$ cat src/rtl/nx_ia_arb_pkg.sv
// nx_ia_arb_pkg: shared types and constants for the indirect access arbiter.
package nx_ia_arb_pkg;
    typedef enum logic [1:0] {OWN_NONE, OWN_HW, OWN_SW} owner_e;
    localparam int STARVE_CNT_W = 8;
endpackage

$ cat src/rtl/nx_indirect_access_arb.sv
// nx_indirect_access_arb: single-port RAM arbiter between SW indirect access and the HW datapath.
// Optional SW starvation guard enabled by defining NX_IA_ARB_STARVE_GUARD_EN.
module nx_indirect_access_arb
    import nx_ia_arb_pkg::*;
#(
    parameter int N_ADDR_BITS  = 9,
    parameter int N_DATA_BITS  = 96,
    parameter int STARVE_LIMIT = 15
) (
    input  logic                   clk,
    input  logic                   rst_n,
    input  logic                   sw_cs,
    input  logic                   sw_we,
    input  logic [N_ADDR_BITS-1:0] sw_add,
    input  logic [N_DATA_BITS-1:0] sw_wdat,
    input  logic                   yield,
    output logic                   grant,
    output logic [N_DATA_BITS-1:0] sw_rdat,
    input  logic                   hw_req,
    input  logic                   hw_we,
    input  logic [N_ADDR_BITS-1:0] hw_add,
    input  logic [N_DATA_BITS-1:0] hw_wdat,
    output logic                   hw_gnt,
    output logic                   hw_rvld,
    output logic [N_DATA_BITS-1:0] hw_rdat,
    output logic                   ram_cs,
    output logic                   ram_we,
    output logic [N_ADDR_BITS-1:0] ram_add,
    output logic [N_DATA_BITS-1:0] ram_wdat,
    input  logic [N_DATA_BITS-1:0] ram_rdat
);
    owner_e                 rd_owner_r;
    logic [N_DATA_BITS-1:0] sw_hold_r;
    logic                   starve_hit;
    logic                   force_sw;

`ifdef NX_IA_ARB_STARVE_GUARD_EN
    logic [STARVE_CNT_W-1:0] starve_cnt_r;

    assign starve_hit = int'(starve_cnt_r) >= STARVE_LIMIT;

    always_ff @(posedge clk or negedge rst_n) begin
        if (!rst_n)
            starve_cnt_r <= '0;
        else if (grant || !sw_cs)
            starve_cnt_r <= '0;
        else if (hw_gnt && starve_cnt_r != '1)
            starve_cnt_r <= starve_cnt_r + 1'b1;
    end
`else
    assign starve_hit = 1'b0;
`endif

    // Grants are gated by rst_n so the RAM stays idle while reset is held.
    assign force_sw = sw_cs && (yield || starve_hit);
    assign grant    = rst_n && (force_sw || (sw_cs && !hw_req));
    assign hw_gnt   = rst_n && hw_req && !force_sw;

    assign ram_cs   = grant || hw_gnt;
    assign ram_we   = grant ? sw_we : (hw_gnt && hw_we);
    assign ram_add  = grant ? sw_add : hw_add;
    assign ram_wdat = grant ? sw_wdat : hw_wdat;

    assign hw_rvld  = rd_owner_r == OWN_HW;
    assign hw_rdat  = ram_rdat;
    assign sw_rdat  = (rd_owner_r == OWN_SW) ? ram_rdat : sw_hold_r;

    always_ff @(posedge clk or negedge rst_n) begin
        if (!rst_n) begin
            rd_owner_r <= OWN_NONE;
            sw_hold_r  <= '0;
        end else begin
            rd_owner_r <= (grant && !sw_we) ? OWN_SW : (hw_gnt && !hw_we) ? OWN_HW : OWN_NONE;
            if (rd_owner_r == OWN_SW)
                sw_hold_r <= ram_rdat;
        end
    end
endmodule
$ cat config.mk
export PLATFORM = sky130hd
export DESIGN_NAME = nx_indirect_access_arb
export DESIGN_NICKNAME = d
export VERILOG_FILES = /design/src/rtl/nx_ia_arb_pkg.sv /design/src/rtl/nx_indirect_access_arb.sv
export SDC_FILE = /design/constraint.sdc
export NUM_CORES = 1
export LEC_CHECK = 0
export ABC_CLOCK_PERIOD_IN_PS = 5000
export CAP_MARGIN = 20
export CORE_AREA = 2 2 240 242
export CTS_CLUSTER_SIZE = 12
export DETAILED_ROUTE_END_ITERATION = 8
export DIE_AREA = 0 0 242 244
export SYNTH_ARGS = -nofsm -noshare
export SYNTH_HDL_FRONTEND = slang
export SYNTH_SLANG_ARGS = --single-unit
export TNS_END_PERCENT = 20
$ cat constraint.sdc
create_clock -name clk -period 5 [get_ports clk]
set_input_delay 1 -clock clk [delete_from_list [all_inputs] [get_ports clk]]
set_output_delay 1 -clock clk [all_outputs]
set_load 0.005 [all_outputs]
==> impl_metrics.ini <==
[synth]
synth-main-ff-cell = dfrtp_1
syn-instance-count = 430
ys_warn_count = 0
yosysTopAreaCell = dfrtp_1
synth_area_per_cell_sq_um = 13.1
yosys.cell_types.count = 13
syn_nets = 743
ys_seq_area_share_pct = 43.4
yosys-top-cells-area = dfrtp_1 43%, mux2_2 37%, buf_4 13%
yosysTopAreaCellShare_pct = 43.4
yosys-top-cells-count = 184 x mux2_2, 100 x buf_4, 98 x dfrtp_1, 17 x mux2_1, 15 x buf_2
syn_area_sq_um = 5650
synth.most_common_cell = mux2_2
yosys_register_bits = 98
synth_edf_count = 0
async_reset_ff_share_pct = 100

[power]
swShare_pct = 27.0
p_switching_w = 0.000816
power_frac_clock_pct = 23.2
p_int_w = 0.00221
ir_drop_uv = 121
pwr-share-comb_pct = 43.5
p_seq_share_pct = 33.3
p_per_area_nw_per_um2 = 245
power_leakage_nw = 4.58

[clock_tree]
cts.clk_slew.worst_paths_ps = 80
cts-resized-gates = 0
clkLatencyLatePin_ps = 370
htree_levels = 3
cts_hold_buf = 0
clock_sinks = 98
cts_tree = done
clockRootBuffer = clkbuf_16
clock_path_buffers = 2
postCtsSetupRepairBufs = 0
numCtsBuffers = 9

[drt]
drc = 0
drt-initial-drc-count = 122
ant_nets = 0
drt_wl_total_microns = 36400
first_pass_iters = 4
avgRoutedWirePerCell_microns = 21.1
via_per_inst = 3.18
via_count = 5491

[floorplan]
core-area_sq_um = 56200
rows = 87
die_area_sq_um = 59000
die_h_microns = 244
io_pins = 615
initial_utilization_pct = 10.1
dieWidth_microns = 242

[placed_design]
place_congestion = 0.873
portBuffers = 614
detailed_place_hpwl_microns = 32300

[critical_path]
crit_path_start_kind = primary input
r2r_setup_slack_ps = 3440
worst-path-stages = 6
cp_cell_sequence = clkdlybuf4s50_1 > nand2_1 > a21oi_4 > buf_12 > mux2_2 > clkdlybuf4s50_1
critPathTopFamily = buffers and inverters
worstReg2RegEnd = sw_hold_r[94]
end_kind = output port
cpPeakStageDelay_ps = 530
crit_path_frequent_cell = clkdlybuf4s50_1
r2r_cells = 3
critPathKind = primary input to output port
critPathSlowestCell = clkdlybuf4s50_1
required_ps = 4000
path_max_fanout = 41
critPathArrivalTime_ps = 3220
r2r-start = rd_owner_r[0]
crit_buf_inv = 3

[sta]
tns_ps = 0
slew_violations = 0
hold_viol_final = 0
fin_crit_ps = 4220
tightest_slew_ps = 555
clock-skew-final_ps = 16.8
rsz0062_at_grt = no
finalSetupViolCount = 0
period_share_pct = 84.3
max_freq_mhz = 237
max_slew_margin_pct = 63.0

[status]
status = finished, final reports clean

[final_layout]
syn2layout_area_growth_pct = 119
drive_above_1_share_pct = 22.6
final_util_pct = 22.0
nFillCells = 6085
final_nets = 1263

[global_routing]
grt_pass1_vias = 5872
antenna_found_initial = 25
grt_max_degree = 97
grt-ovfl-total = 0
grt_pass1_wl_microns = 48000
track_usage_pct = 11.9

[min_path]
hold_class = primary input to asynchronous set/reset pin

[run]
maxCapViolCount = 0
cell type report:
cell class | count | area, sq um | area share (%)
timing repair buffer | 627 | 6280 | 50.8
sequential | 98 | 2450 | 19.8
multi-input combinational | 213 | 2350 | 19.0
tap | 756 | 946 | 7.65
clock buffer | 9 | 225 | 1.82
clock inverter | 7 | 62.6 | 0.506
antenna | 16 | 40.0 | 0.324
inverter | 1 | 3.75 | 0.0304
power groups by stage:
stage                     Sequential (W)  Combinational (W)  Clock [W]
final                            0.00101            0.00132   0.000701
after global routing             0.00103            0.00140   0.000778
after CTS                        0.00101            0.00135   0.000757
after detailed placement         0.00103            0.00134          0
after global placement           0.00102            0.00133          0
after floorplan                  0.00101           0.000418          0
per-layer routing:
metal  vias to the layer above  part of all wire (%)  global-route usage (%)
met3                        47                   8.4                    3.93
met5                         -                 0.036                       0
met1                      2581                    35                    11.8
li1                       2465                     -                       -
met4                         2                   4.7                    6.28
met2                       396                    52                    22.1
flip-flops by register name, summed over array words and instances (netlist names):
| signal | flops |
|---|---|
| sw_hold_r | 96 |
| rd_owner_r | 2 |
worst max path at each step:
stage,endpoint,from,slack (ps)
final,ram_wdat[40],sw_cs,780
after global routing,ram_wdat[51],sw_cs,700
after CTS,ram_wdat[40],sw_cs,770
after detailed placement,ram_wdat[40],sw_cs,790
after global placement,ram_wdat[8],sw_cs,830
after floorplan,ram_wdat[78],yield,2080
layout by cell type (no fill, tap or decap):
cell and n:
clkdlybuf4s50_1 613, buf_4 11, buf_12 3, clkinv_4 3, nand2_1 4, inv_6 1
clkbuf_16 9, diode_2 16, o21a_1 1, a21oi_4 1, inv_8 2, o2bb2ai_1 1
clkinv_2 1, nor2b_4 1, mux2_2 184, dfrtp_1 98, inv_1 1, and3_1 1
nor2b_1 3, mux2_1 17
metrics by stage:
step	setup slack (ps)	hold slack (ps)	power (W)	std cells	area (sq um)
after detailed placement	787	486	0.00236	1695	12000
after floorplan	2080	486	0.00143	430	5650
after global routing	696	454	0.00321	1713	12300
final	783	476	0.00303	1727	12400
after global placement	834	478	0.00235	1695	12000
after CTS	765	447	0.00311	1711	12300
cell families after synthesis:
family	synth area share (%)
buffers and inverters	15.3
AND/OR/NAND/NOR	0.819
AO/OA/AOI/OAI	0.443
multiplexers	40.1
flip-flops	43.4
(Power assumes the default switching activity.)
